<file path="config.mk">
export PLATFORM = sky130hd
export DESIGN_NAME = spi_slave_if_flat
export DESIGN_NICKNAME = d
export VERILOG_FILES = /design/src/rtl/spi_pkg.sv /design/src/rtl/spi_bus_if.sv /design/src/rtl/spi_piso.sv /design/src/rtl/spi_slave_if.sv /design/src/flat_wrapper.sv
export SDC_FILE = /design/constraint.sdc
export NUM_CORES = 1
export LEC_CHECK = 0
export ABC_CLOCK_PERIOD_IN_PS = 2350
export BUFFER_PORTS_ARGS = -buffer_cell sky130_fd_sc_hd__buf_2
export CAP_MARGIN = 20
export CORE_ASPECT_RATIO = 0.5
export CORE_UTILIZATION = 60
export CTS_BUF_LIST = sky130_fd_sc_hd__clkbuf_4
export DETAILED_ROUTE_END_ITERATION = 6
export PLACE_DENSITY = 0.82
export SLEW_MARGIN = 20
export SYNTH_ARGS = -nofsm -noshare
export SYNTH_HDL_FRONTEND = slang
export SYNTH_SLANG_ARGS = --single-unit
</file>
<file path="constraint.sdc">
create_clock -name clk -period 2.35 [get_ports clk]
set_input_delay 0.235 -clock clk [delete_from_list [all_inputs] [get_ports clk]]
set_output_delay 0.235 -clock clk [all_outputs]
set_load 0.005 [all_outputs]
</file>
<file path="src/rtl/spi_pkg.sv">
// Shared types and constants for the SPI slave front end.
package spi_pkg;

  typedef enum logic [2:0] {
    IDLE,
    CHK_CMD,
    WRITE,
    READ_ADD,
    READ_DATA
  } spi_state_t;

  localparam logic [1:0] OP_WR_ADDR = 2'b00;
  localparam logic [1:0] OP_WR_DATA = 2'b01;
  localparam logic [1:0] OP_RD_ADDR = 2'b10;
  localparam logic [1:0] OP_RD_DATA = 2'b11;

  // Pick the frame state from the command bit; a read is a data read only
  // when an address read has already completed.
  function automatic spi_state_t cmd_route(input logic cmd_bit, input logic rd_addr_seen);
    logic [1:0] op;
    op = {cmd_bit, cmd_bit & rd_addr_seen};
    case (op)
      OP_WR_ADDR, OP_WR_DATA: cmd_route = WRITE;
      OP_RD_ADDR:             cmd_route = READ_ADD;
      OP_RD_DATA:             cmd_route = READ_DATA;
      default:                cmd_route = WRITE;
    endcase
  endfunction

endpackage

</file>
<file path="src/rtl/spi_bus_if.sv">
// SPI pins plus RAM-side rx/tx handshake. Optional frame_err under SPI_FRAME_ERR_EN.
interface spi_bus_if #(
  parameter int unsigned ADDR_SIZE = 8
);
  localparam int unsigned RX_W = ADDR_SIZE + 2;

  logic                 SS_n;
  logic                 MOSI;
  logic                 MISO;
  logic [RX_W-1:0]      rx_data;
  logic                 rx_valid;
  logic [ADDR_SIZE-1:0] tx_data;
  logic                 tx_valid;

`ifdef SPI_FRAME_ERR_EN
  logic                 frame_err;

  modport slave (
    input  SS_n, MOSI, tx_data, tx_valid,
    output MISO, rx_data, rx_valid, frame_err
  );

  modport master (
    output SS_n, MOSI, tx_data, tx_valid,
    input  MISO, rx_data, rx_valid, frame_err
  );
`else
  modport slave (
    input  SS_n, MOSI, tx_data, tx_valid,
    output MISO, rx_data, rx_valid
  );

  modport master (
    output SS_n, MOSI, tx_data, tx_valid,
    input  MISO, rx_data, rx_valid
  );
`endif

endinterface

</file>
<file path="src/rtl/spi_piso.sv">
// Parallel-in serial-out shifter, MSB first, zero-filled from the LSB end.
module spi_piso #(
  parameter int unsigned WIDTH = 8
) (
  input  logic             clk,
  input  logic             rst_n,
  input  logic             load,
  input  logic             shift,
  input  logic [WIDTH-1:0] din,
  output logic             msb
);

  logic [WIDTH-1:0] sreg;

  // Load takes priority over shift
  always_ff @(posedge clk or negedge rst_n) begin
    if (!rst_n) begin
      sreg <= '0;
    end else if (load) begin
      sreg <= din;
    end else if (shift) begin
      sreg <= {sreg[WIDTH-2:0], 1'b0};
    end
  end

  assign msb = sreg[WIDTH-1];

endmodule

</file>
<file path="src/rtl/spi_slave_if.sv">
// SPI slave front end: deserialises MOSI frames for the RAM and serialises read data on MISO.
// Optional feature: SPI_FRAME_ERR_EN adds a frame_err pulse on aborted frames/shifts.
module spi_slave_if
  import spi_pkg::*;
#(
  parameter int unsigned ADDR_SIZE = 8
) (
  input  logic      clk,
  input  logic      rst_n,
  spi_bus_if.slave  bus
);

  localparam int unsigned RX_W  = ADDR_SIZE + 2;
  localparam int unsigned CNT_W = $clog2(RX_W) + 1;
  localparam int unsigned TXC_W = $clog2(ADDR_SIZE + 1);

  spi_state_t       state;
  spi_state_t       state_nxt;
  logic [CNT_W-1:0] bit_cnt;
  logic [RX_W-2:0]  rx_shift;
  logic [RX_W-1:0]  rx_data_q;
  logic             rx_valid_q;
  logic             miso_q;
  logic             rd_addr_seen;
  logic             tx_busy;
  logic             tx_done;
  logic [TXC_W-1:0] tx_left;
  logic             piso_msb;

  logic             shift_en;
  logic             frame_done;
  logic             frame_end;
  logic             tx_load;

  // State register
  always_ff @(posedge clk or negedge rst_n) begin
    if (!rst_n) state <= IDLE;
    else        state <= state_nxt;
  end

  // Next state and per-clock control strobes
  always_comb begin
    state_nxt  = state;
    shift_en   = 1'b0;
    frame_done = 1'b0;
    frame_end  = 1'b0;
    tx_load    = 1'b0;
    case (state)
      IDLE: begin
        if (!bus.SS_n) state_nxt = CHK_CMD;
      end
      CHK_CMD: begin
        if (bus.SS_n) begin
          state_nxt = IDLE;
          frame_end = 1'b1;
        end else begin
          shift_en  = 1'b1;
          state_nxt = cmd_route(bus.MOSI, rd_addr_seen);
        end
      end
      WRITE, READ_ADD, READ_DATA: begin
        if (bus.SS_n) begin
          state_nxt = IDLE;
          frame_end = 1'b1;
        end else if (bit_cnt < CNT_W'(RX_W)) begin
          shift_en   = 1'b1;
          frame_done = (bit_cnt == CNT_W'(RX_W - 1));
        end else if ((state == READ_DATA) && bus.tx_valid && !tx_busy && !tx_done) begin
          tx_load = 1'b1;
        end
      end
      default: state_nxt = IDLE;
    endcase
  end

  // Receive shifter, frame output and read-address tracking
  always_ff @(posedge clk or negedge rst_n) begin
    if (!rst_n) begin
      bit_cnt      <= '0;
      rx_shift     <= '0;
      rx_data_q    <= '0;
      rx_valid_q   <= 1'b0;
      rd_addr_seen <= 1'b0;
    end else begin
      rx_valid_q <= frame_done;
      if (frame_end)     bit_cnt <= '0;
      else if (shift_en) bit_cnt <= bit_cnt + CNT_W'(1);
      if (shift_en)   rx_shift  <= {rx_shift[RX_W-3:0], bus.MOSI};
      if (frame_done) rx_data_q <= {rx_shift, bus.MOSI};
      if (frame_done && (state == READ_ADD))       rd_addr_seen <= 1'b1;
      else if (frame_done && (state == READ_DATA)) rd_addr_seen <= 1'b0;
    end
  end

  // Transmit sequencing: one load, then ADDR_SIZE bits, then idle low
  always_ff @(posedge clk or negedge rst_n) begin
    if (!rst_n) begin
      miso_q  <= 1'b0;
      tx_busy <= 1'b0;
      tx_done <= 1'b0;
      tx_left <= '0;
    end else if (frame_end) begin
      miso_q  <= 1'b0;
      tx_busy <= 1'b0;
      tx_done <= 1'b0;
      tx_left <= '0;
    end else if (tx_load) begin
      tx_busy <= 1'b1;
      tx_left <= TXC_W'(ADDR_SIZE);
    end else if (tx_busy) begin
      miso_q  <= piso_msb;
      tx_left <= tx_left - TXC_W'(1);
      if (tx_left == TXC_W'(1)) begin
        tx_busy <= 1'b0;
        tx_done <= 1'b1;
      end
    end else begin
      miso_q <= 1'b0;
    end
  end

  spi_piso #(
    .WIDTH (ADDR_SIZE)
  ) u_piso (
    .clk   (clk),
    .rst_n (rst_n),
    .load  (tx_load),
    .shift (tx_busy && !frame_end),
    .din   (bus.tx_data),
    .msb   (piso_msb)
  );

  assign bus.MISO     = miso_q;
  assign bus.rx_data  = rx_data_q;
  assign bus.rx_valid = rx_valid_q;

`ifdef SPI_FRAME_ERR_EN
  logic frame_err_q;

  // Flag a frame closed part-way through receive or through a MISO shift
  always_ff @(posedge clk or negedge rst_n) begin
    if (!rst_n) begin
      frame_err_q <= 1'b0;
    end else begin
      frame_err_q <= frame_end &&
                     (((bit_cnt != '0) && (bit_cnt < CNT_W'(RX_W))) || tx_busy);
    end
  end

  assign bus.frame_err = frame_err_q;
`endif

endmodule

</file>
<file path="src/flat_wrapper.sv">
// flat-port wrapper written by rule: the top's interface ports become plain ports
module spi_slave_if_flat import spi_pkg::*;
#(
  parameter int unsigned ADDR_SIZE = 8
)
  (clk, rst_n, bus_SS_n, bus_MOSI, bus_tx_data, bus_tx_valid, bus_MISO, bus_rx_data, bus_rx_valid);
  spi_bus_if #(.ADDR_SIZE(ADDR_SIZE)) bus_i ();
  input  logic clk;
  input  logic rst_n;
  input wire logic [$bits(bus_i.SS_n)-1:0] bus_SS_n;
  input wire logic [$bits(bus_i.MOSI)-1:0] bus_MOSI;
  input wire logic [$bits(bus_i.tx_data)-1:0] bus_tx_data;
  input wire logic [$bits(bus_i.tx_valid)-1:0] bus_tx_valid;
  output wire logic [$bits(bus_i.MISO)-1:0] bus_MISO;
  output wire logic [$bits(bus_i.rx_data)-1:0] bus_rx_data;
  output wire logic [$bits(bus_i.rx_valid)-1:0] bus_rx_valid;
  assign bus_i.SS_n = bus_SS_n;
  assign bus_i.MOSI = bus_MOSI;
  assign bus_i.tx_data = bus_tx_data;
  assign bus_i.tx_valid = bus_tx_valid;
  assign bus_MISO = bus_i.MISO;
  assign bus_rx_data = bus_i.rx_data;
  assign bus_rx_valid = bus_i.rx_valid;
  spi_slave_if #(.ADDR_SIZE(ADDR_SIZE)) u_core (.clk(clk), .rst_n(rst_n), .bus(bus_i));
endmodule
</file>
==> summary.md, run 1 <==
| Metric | Value |
|---|---|
| # IOs | 25 |
| Share of layout cells above drive strength 1 | 33.2% |
| Worst-Margin Slew | approximately 940 ps |
| Endpoints failing setup | 0 |
| Total Routed Length | between 3000 and 4000 µm |
| Post-synth top area share | 51.5% |
| Critical Path Fanout Max | 12 |
| Via/cell ratio | 5.59 |
| Maximum clock path buffer count | 2 |
| Fraction of registers with async set or reset after synthesis | between 90% and 100% |
| Final worst slack | ~360 ps |
| Vias in the first global route | ~1,300 |
| Mean post-synth cell area | about 13 µm² |
| VDD IR max | 0.322 mV |
| DIE WIDTH | 86.4 µm |
| Gpl congestion | roughly 0.8 |
| Routed Antenna Nets | 0 |
| Skew final | roughly 4.6 ps |
| CTS buffer count | 5 |
| Setup bufs post-CTS | 0 |
| Post-synth EDFFs | 0 |
| Mapped Cells | between 150 and 200 |
| Total number of vias | 1,346 |
| # clock sinks | 44 |
| Core area | ~0.0032 mm² |
| Synth unique cells | 50 |
| Ranking of synthesized cells by area | dfrtp_1 (52%), mux2_4 (12%), a221o_1 (2.3%) |
| Congestion Overflow GR | 0 |
| Startpoint types | register |
| Req. time, crit path | around 2600 ps |
| CP Class | register to register |
| Leak Pwr | 1.20 nW |
| Final Cycle Share | 84.5% |
| Fin. Hold Viols | 0 |
| First-pass GRT wire length | 6380 µm |
| Num rows | 14 |
| Unrepaired setup endpoints after global routing | false |
| Sequential fraction of the synthesis area | roughly 52% |
| Synth Net Count | ~180 |
| Hold_buf cts | 0 |
| Yosys reg bits | 44 |
| Ys Warns | 0 |
| Cts repair resizes | 0 |
| Largest net degree at the start of global routing | between 40 and 50 |
| Initial Util | roughly two thirds |
| Drt pass-1 iters | 4 |
| Synth top cells by count | dfrtp_1 (44), mux2_4 (17), nand2_1 (10), inv_1 (7), nor2_1 (7) |
| Syn-to-layout area delta | 9.48% |
| Later-pin clock latency in the skew report | about 350 ps |
| Die ar. | roughly 0.0038 mm² |
| Hpwl dp | approximately 2500 µm |
| Antenna diode count | 0 |
| Status | complete, no violations |
| Die Ht | between 40 and 50 µm |
| GRT Total Usage | between 20% and 30% |
| Synthesized area | 0.00214 mm² |
| Final Util | 73.4% |
| Fmax | around 0.5 GHz |
| WL per Instance | 15.1 µm |
| TritonCTS clock tree | yes |
| Pwr dens | approximately 760 mW/mm² |
| Max cap viols | 0 |
| Critical path arrival | 2240 ps |
| Clk root buf | clkbuf_4 |
| Tightest Hold Check Type | input port to async pin |
| Top_reg_cell synth | dfrtp_1 |
| Max_slew headroom | between 30 and 40% |
| Slew Viols, Final | 0 |
| Initial antenna violation count | 0 |
| Clk slew on worst S/H paths | 120 ps |
| 1st-iter DRT viols | 29 |
| Dpl ws | 376 ps |
| Residual DRC | 0 |
| Nets | 209 |
| PortBufs | 24 |
| Post-layout min period | roughly 2000 ps |
| CP Capture Type | register |
| Top-count cell post-synth | dfrtp_1 |
| Yosys top cell by area | dfrtp_1 |
| H-tree depth | 2 |
| Setup TNS | 0 ps |
==> registers in the layout, indices dropped and copies added, names as in the netlist <==
name,flops
u_core.tx_done,1
u_core.tx_busy,1
u_core.bit_cnt,5
u_core.rd_addr_seen,1
u_core.rx_shift,9
u_core.state,3
u_core.u_piso.sreg,8
u_core.bus.rx_data,10
u_core.bus.rx_valid,1
u_core.bus.MISO,1
u_core.tx_left,4
==> kinds of logic (layout without fill, tap and decap cells) <==
group                      Yosys count  count (layout)  share of synthesized area (%)
AOI/OAI and AO/OA                   33              33                           12.5
xor gates and xnor gates             4               4                           1.64
adders and majority gates            4               4                           2.34
buffers and inverters               16              42                           4.80
DFF                                 44              44                           51.5
muxes                               22              22                           14.4
and+or+nand+nor                     44              44                           12.8
==> per-stage QoR <==
step                      hold slack, ps  cells  instance area [µm²]  total power [W]
after floorplan                    -60.6    167                 2140          0.00125
after global placement               422    233                 2260          0.00130
after detailed placement             432    233                 2260          0.00132
after CTS                           38.6    241                 2340          0.00179
after global routing                90.4    241                 2340          0.00186
final                               19.3    241                 2340          0.00177
==> layout by cell type (no fill, tap or decap), types with 4 or more instances in the layout <==
master	count
mux2_4	17
dfrtp_1	44
and3_1	6
inv_1	7
buf_2	24
nor2_1	7
nand2_1	10
ha_1	4
a221o_1	5
clkbuf_4	5
a21oi_1	6
==> final timing paths <==
path	start	to	slack, ps	cells past startpoint
max in group asynchronous	rst_n	u_core.tx_left[0]$_DFFE_PN0P_	1760	1
worst min-delay path	rst_n	u_core.bus.rx_data[2]$_DFFE_PN0N_	20	1
worst min register to register	u_core.u_piso.sreg[0]$_DFFE_PN0P_	u_core.u_piso.sreg[0]$_DFFE_PN0P_	520	1
worst max-delay path	u_core.state[2]$_DFFE_PN0P_	u_core.rd_addr_seen$_DFFE_PN0P_	360	4
worst max register to register	u_core.state[2]$_DFFE_PN0P_	u_core.rd_addr_seen$_DFFE_PN0P_	360	4
min in group clk	bus_tx_data[5]	u_core.u_piso.sreg[5]$_DFFE_PN0P_	90	3
==> power by group <==
part | leakage [nW] | switching (W) | internal (W) | total [W]
sequential | 0.578 | 0.000124 | 0.000872 | 0.000996
clock | 0.0412 | 0.000241 | 0.000222 | 0.000463
combinational | 0.586 | 0.000124 | 0.000187 | 0.000311
total | 1.20 | 0.000489 | 0.00128 | 0.00177
==> routing by layer <==
metal  wire length, µm  vias up  global-route usage [%]
met3               154        4                    6.34
met2              1710       30                    39.8
li1                  -      651                       -
met1              1760      661                    28.6
met4                19        0                    5.00
met5                 0        -                       0
==> critical path, cell delays in order (launching register included) <==
cell      delay [ps]
dfrtp_1          580
nor3b_4          410
o211ai_2         410
o21a_1           320
a221oi_2         190
==> cell type report <==
type / count / area [µm²]
clock buffer: 5 / 37.5
clock inverter: 3 / 42.5
fill: 223 / 848
inverter: 8 / 30.0
multi-input combinational: 107 / 933
sequential: 44 / 1100
tap: 48 / 60.1
timing repair buffer: 26 / 135
Note: power is estimated with default switching activity, not from simulation.
==> run 2, diff against run 1 <==
--- a/config.mk
+++ b/config.mk
@@ -5,7 +5,8 @@
 export SDC_FILE = /design/constraint.sdc
 export NUM_CORES = 1
 export LEC_CHECK = 0
-export ABC_CLOCK_PERIOD_IN_PS = 2350
+export ABC_AREA = 1
+export ABC_CLOCK_PERIOD_IN_PS = 1900
 export BUFFER_PORTS_ARGS = -buffer_cell sky130_fd_sc_hd__buf_2
 export CAP_MARGIN = 20
 export CORE_ASPECT_RATIO = 0.5
==> constraint.sdc (replaced) <==
create_clock -name clk -period 1.9 [get_ports clk]
set_input_delay 0.19 -clock clk [delete_from_list [all_inputs] [get_ports clk]]
set_output_delay 0.19 -clock clk [all_outputs]
set_load 0.005 [all_outputs]
==> summary.md, run 2 <==
| Metric | Value |
|---|---|
| Reg2reg path depth | 6 |
| Share of layout cells above drive strength 1 | between 10% and 20% |
| Initial Util | 66.4% |
| Internal Power | 0.00134 W |
| Total number of vias | 1,683 |
| Post-synth top area share | roughly 53% |
| Via/cell ratio | about 5.5 |
| Post-layout min period | between 1500 and 2000 ps |
| Tightest Hold Check Type | input port to register |
| Syn-to-layout area delta | 9.74% |
| Synthesized area | about 0.0021 mm² |
| Total Routed Length | slightly below 4000 µm |
| Slew Viols, Final | 0 |
| Later-pin clock latency in the skew report | roughly 350 ps |
| Flop pwr share | approximately three fifths |
| # IOs | 25 |
| CP endpoint | u_core.u_piso.sreg[4]$_DFFE_PN0P_ |
| Worst r2r src | u_core.tx_busy$_DFF_PN0_ |
| Final Cycle Share | between 80% and 90% |
| Num rows | 14 |
| Most common cell after layout, fill and taps aside | nand2_1 |
| Congestion Overflow GR | 0 |
| First-pass GRT wire length | just under 7000 µm |
| Antenna diode count | 0 |
| NetSw | 0.000605 W |
| Status | complete, no violations |
| CTS buffer count | 5 |
| Max cap viols | 0 |
| Pwr dens | approximately 850 mW/mm² |
| Nets | roughly 280 |
| Largest net degree at the start of global routing | 45 |
| Skew final | about 8.6 ps |
| TritonCTS clock tree | yes |
| Vias in the first global route | approximately 1,600 |
| Clk slew on worst S/H paths | 120 ps |
| CP Capture Type | register |
| Critical Path Fanout Max | 17 |
| Fin area | 0.00230 mm² |
| 1st-iter DRT viols | a little under 80 |
| Drt pass-1 iters | 4 |
| Cts repair resizes | 0 |
| Synth top cells by count | nand2_1 (62), dfrtp_1 (44), nand3_1 (29), inv_1 (28), o21ai_1 (21) |
| Worst Setup SP | u_core.tx_busy$_DFF_PN0_ |
| Dpl ws | roughly 380 ps |
| Fin. Hold Viols | 0 |
| Synth unique cells | 24 |
| Yosys top cell by area | dfrtp_1 |
| Maximum clock path buffer count | 2 |
| Initial antenna violation count | 0 |
| Top-count cell post-synth | nand2_1 |
| DIE WIDTH | 85.5 µm |
| Top_reg_cell synth | dfrtp_1 |
| Unrepaired setup endpoints after global routing | false |
| Worst R2R End | u_core.u_piso.sreg[4]$_DFFE_PN0P_ |
| H-tree depth | 2 |
| Startpoint types | register |
| Routed Antenna Nets | 0 |
| Fraction of registers with async set or reset after synthesis | 100% |
| Final worst slack | 349 ps |
| Worst-Margin Slew | roughly 550 ps |
| Residual DRC | 0 |
| CP Class | register to register |
| Final Util | ~73% |
| Setup TNS | 0 ps |
| Leak Pwr | ~1.2 nW |
| VDD IR max | approximately 0.68 mV |
| Largest register FFs | 10 |
| Gpl congestion | around 0.8 |
| Comb pwr share | 18.7% |
| Placed inst area | between 0.002 and 0.0025 mm² |
| Mapped Cells | 238 |
| Clock share of power | roughly 22% |
| Max_slew headroom | approximately 64% |
| PortBufs | 24 |
| Endpoints failing setup | 0 |
| Setup bufs post-CTS | 0 |
| Reg2Reg Setup Slack | 350 ps |
| Yosys reg bits | 44 |
| Sequential fraction of the synthesis area | 52.6% |
| Hold_buf cts | 1 |
| Critical path arrival | approximately 1800 ps |
| Die Ht | 43.8 µm |
| Core area | between 0.003 and 0.004 mm² |
| Sw frac | between 30% and 40% |
| # clock sinks | 44 |
| WL per Instance | roughly 13 µm |
| Ranking of synthesized cells by area | dfrtp_1 (53%), nand2_1 (11%), nand3_1 (6.9%) |
| GRT Total Usage | between 20 and 25% |
| Hpwl dp | 2790 µm |
| Req. time, crit path | 2140 ps |
| Clk root buf | clkbuf_4 |
| Post-synth EDFFs | 0 |
| Fmax | 0.645 GHz |
| Mean post-synth cell area | 8.80 µm² |
| Most frequent cells in the layout | nand2_1 (62), dfrtp_1 (44), nand3_1 (29), inv_1 (28), buf_2 (24) |
| Ys Warns | 0 |
| Synth Net Count | around 260 |
| Die ar. | approximately 0.0037 mm² |
[run 2: cell count changes after synthesis, moves of 3 or more]
cell,change
mux2i_1,-3
mux2_4,-17
and3_1,-6
a21oi_1,-6
inv_2,+4
a221o_1,-5
inv_1,+21
nand2_1,+52
o21ai_1,+18
nand3_1,+27
nand4_1,+14
[run 2: power groups by stage]
stage               Combinational (W)  Clock [W]  Sequential [W]
finish                       0.000364   0.000430         0.00115
CTS                          0.000371   0.000445         0.00115
floorplan                    0.000287          0         0.00114
global placement             0.000347          0         0.00116
global route                 0.000435   0.000475         0.00117
detailed placement           0.000369          0         0.00117
[run 2: final cells by class]
cell class / instances / area, µm²
multi-input combinational: 155 / 820
clock inverter: 1 / 5.00
sequential: 44 / 1100
clock buffer: 6 / 45.0
fill: 239 / 856
tap: 40 / 50.0
inverter: 33 / 124
timing repair buffer: 28 / 153
[run 2: routing by layer]
layer / part of all wire (%) / vias to the layer above / track usage, %
li1: - / 835 / -
met1: 46 / 799 / 29.1
met2: 47 / 38 / 41.8
met3: 5.0 / 11 / 6.67
met4: 2.1 / 0 / 11.7
met5: 0 / - / 0
[run 2: critical path, stage by stage (launching register included)]
cell and delay (ps):
dfrtp_1 450, inv_2 90, nand2_1 60, nor2_2 260, nand3_2 330, nand3_1 160, nand3_1 90
[run 2: cells by family (layout without fill, tap and decap cells)]
family	after synthesis	count (layout)	synth area share, %
buf+inv	39	68	8.25
flops	44	44	52.6
xor+xnor	4	4	1.67
simple gates	122	122	28.8
compound gates	25	25	6.28
fa+ha+maj	4	4	2.39
[run 2: through the flow]
stage,hold WS [ps],std cells,total power (W)
finish,74.5,307,0.00194
CTS,57.0,307,0.00196
global route,75.0,307,0.00208
global placement,291,299,0.00151
floorplan,-106,238,0.00143
detailed placement,298,299,0.00153
[run 2: how the worst min path moves through the flow]
stage | start | endpoint | slack, ps | depth (start not counted)
floorplan | rst_n | u_core.bit_cnt[0]$_DFFE_PN0P_ | -110 | 0
global placement | rst_n | u_core.tx_left[1]$_DFFE_PN0P_ | 290 | 2
detailed placement | rst_n | u_core.tx_left[2]$_DFFE_PN0P_ | 300 | 2
CTS | bus_tx_data[0] | u_core.u_piso.sreg[0]$_DFFE_PN0P_ | 60 | 3
global route | bus_tx_data[0] | u_core.u_piso.sreg[0]$_DFFE_PN0P_ | 70 | 3
finish | bus_tx_data[0] | u_core.u_piso.sreg[0]$_DFFE_PN0P_ | 70 | 3
==> run 3, diff against run 2 <==
--- a/config.mk
+++ b/config.mk
@@ -6,14 +6,14 @@
 export NUM_CORES = 1
 export LEC_CHECK = 0
 export ABC_AREA = 1
-export ABC_CLOCK_PERIOD_IN_PS = 1900
+export ABC_CLOCK_PERIOD_IN_PS = 1260
 export BUFFER_PORTS_ARGS = -buffer_cell sky130_fd_sc_hd__buf_2
 export CAP_MARGIN = 20
 export CORE_ASPECT_RATIO = 0.5
-export CORE_UTILIZATION = 60
+export CORE_UTILIZATION = 54
 export CTS_BUF_LIST = sky130_fd_sc_hd__clkbuf_4
 export DETAILED_ROUTE_END_ITERATION = 6
-export PLACE_DENSITY = 0.82
+export PLACE_DENSITY = 0.78
 export SLEW_MARGIN = 20
 export SYNTH_ARGS = -nofsm -noshare
 export SYNTH_HDL_FRONTEND = slang
==> constraint.sdc (replaced) <==
create_clock -name clk -period 1.26 [get_ports clk]
set_input_delay 0.126 -clock clk [delete_from_list [all_inputs] [get_ports clk]]
set_output_delay 0.126 -clock clk [all_outputs]
set_load 0.005 [all_outputs]
==> summary.md, run 3 (same netlist as run 2, synthesis figures left out) <==
| Metric | Value |
|---|---|
| Status | finished with violations |
| Failing checks | hold timing, setup timing |
| Die ar. | just over 0.004 mm² |
| Fmax | 0.718 GHz |
| Maximum clock path buffer count | 2 |
| Unrepaired setup endpoints after global routing | true |
| Max_slew headroom | between 70 and 80% |
| WL per Instance | around 16 µm |
| # clock sinks | 44 |
| 1st-iter DRT viols | 93 |
| DIE WIDTH | 90.1 µm |
| Internal Power | about 0.0023 W |
| Clk root buf | clkbuf_4 |
| Comb pwr share | between 20 and 30% |
| Congestion Overflow GR | 0 |
| CTS buffer count | 5 |
| Startpoint types | register |
| Slew Viols, Final | 0 |
| CP Capture Type | register |
| Nets | 314 |
| Leak Pwr | between 1 and 1.5 nW |
| Fin. Hold Viols | 1 |
| Total number of vias | ~1,900 |
| Max cap viols | 0 |
| Sw frac | around a third |
| Routed Antenna Nets | 0 |
| GRT Total Usage | around 24% |
| Hpwl dp | 3010 µm |
| Total Routed Length | ~5400 µm |
| Worst-Margin Slew | 398 ps |
| Most frequent cells in the layout | nand2_1 (47), dfrtp_1 (41), inv_1 (26), buf_2 (24) |
| Die Ht | roughly 46 µm |
| # IOs | 25 |
| Endpoints failing setup | between 40 and 50 |
| Flop pwr share | between 50 and 60% |
| VDD IR max | about 0.82 mV |
| Post-layout min period | 1390 ps |
| Clk slew on worst S/H paths | ~130 ps |
| NetSw | 0.00119 W |
| Pwr dens | between 1000 and 1500 mW/mm² |
| Later-pin clock latency in the skew report | roughly 360 ps |
| Top Usage Layer GRT | met2 |
| Critical path arrival | roughly 1700 ps |
| Final worst slack | -132 ps |
| PortBufs | 24 |
| Drt pass-1 iters | 4 |
| Final Non-Filler Cells | approximately 350 |
| Final Cycle Share | 111% |
| Clock share of power | ~20% |
| First-pass GRT wire length | around 7500 µm |
| Skew final | 7.26 ps |
| Most common cell after layout, fill and taps aside | nand2_1 |
| Num rows | 15 |
| Core area | approximately 0.0036 mm² |
| Share of layout cells above drive strength 1 | about two fifths |
| Via/cell ratio | 5.50 |
| Largest net degree at the start of global routing | 29 |
| Final hold slack | -5.05 ps |
| H-tree depth | 2 |
| Critical Path Fanout Max | 6 |
| Met3 capacity usage during global routing | under 10% |
| CP Class | register to register |
| Dpl ws | -88.1 ps |
| TritonCTS clock tree | yes |
| Largest register FFs | 10 |
| Tightest Hold Check Type | input port to register |
| Initial antenna violation count | 0 |
| Met1 Usage GRT | ~31% |
| Gpl congestion | 0.773 |
| Initial Util | between 50% and 60% |
| Residual DRC | 0 |
| Syn-to-layout area delta | 38.2% |
| Antenna diode count | 0 |
| # placed instances | ~330 |
| Vias in the first global route | 1,647 |
| Req. time, crit path | 1570 ps |
| Met2 usage | a little over two fifths |
-- run 3: cell count changes in the layout (fill, tap and decap cells not counted), sizes merged --
cell	previous run	this run
buf	27	52
clkinv	1	2
clkinvlp	0	1
inv	33	32
nand2	65	68
nand3	33	35
-- run 3: per-stage QoR --
| step | cell area [µm²] | utilization, % | hold slack (ps) | setup TNS, ps | total power, W |
|---|---|---|---|---|---|
| 3_5_place_dp | 2430 | 68.2 | 69.9 | -1680 | 0.00244 |
| 4_1_cts | 2610 | 73.2 | 8.09 | -630 | 0.00321 |
| 3_3_place_gp | 2430 | 68.2 | 65.9 | -695 | 0.00241 |
| 5_1_grt | 2890 | 81.1 | 21.1 | -5640 | 0.00360 |
| 6_report | 2890 | 81.1 | -5.05 | -2960 | 0.00345 |
| 2_1_floorplan | 2130 | - | -170 | -316 | 0.00217 |
-- run 3: path summary, 6_finish.rpt --
path | from | endpoint | slack, ps | cells after the start
min in group asynchronous | rst_n | u_core.bus.rx_data[3]$_DFFE_PN0N_ | 200 | 2
max reg2reg | u_core.state[1]$_DFFE_PN0P_ | u_core.tx_left[3]$_DFFE_PN0P_ | -130 | 9
min | bus_tx_data[0] | u_core.u_piso.sreg[0]$_DFFE_PN0P_ | -5 | 3
min reg2reg | u_core.bus.rx_data[1]$_DFFE_PN0N_ | u_core.bus.rx_data[1]$_DFFE_PN0N_ | 500 | 2
max in group asynchronous | rst_n | u_core.bit_cnt[3]$_DFFE_PN0P_ | 560 | 3
max | u_core.state[1]$_DFFE_PN0P_ | u_core.tx_left[3]$_DFFE_PN0P_ | -130 | 9
-- run 3: final cells by class --
cell class,count,area (µm²)
Tap cell,51,63.8
Inverter,33,139
Sequential cell,44,1100
Clock inverter,2,11.3
Timing Repair Buffer,53,399
Fill cell,189,673
Multi-Input combinational cell,160,1130
Clock buffer,6,45.0
-- run 3: critical path, cell delays in order, from the launching register on --
cell	delay (ps)
dfrtp_2	460
buf_6	130
nor2_4	100
nand2_2	80
nand3_4	140
buf_6	150
nand2_2	50
inv_2	90
nand3_1	80
nand2_1	60
-- run 3: power groups by stage --
stage	clock (W)	combinational [W]	sequential (W)
after floorplan	0	0.000440	0.00173
after global placement	0	0.000674	0.00173
after detailed placement	0	0.000706	0.00174
after CTS	0.000705	0.000793	0.00171
after global routing	0.000743	0.00109	0.00177
final	0.000706	0.000993	0.00175
-- run 3: per-layer routing --
layer,part of all wire (%),vias up
li1,-,909
met1,43,927
met2,49,59
met3,4.7,24
met4,3.8,0
met5,0,-
-- run 3: timing repair --
item                                    in CTS  in global routing
gates cloned                                 3                  3
gates resized for setup                     13                 58
hold endpoints to repair                    16                  0
hold buffers                                 1                  0
setup buffers                                4                  3
endpoints found under the setup margin      38                 43
pin swaps                                    6                 17
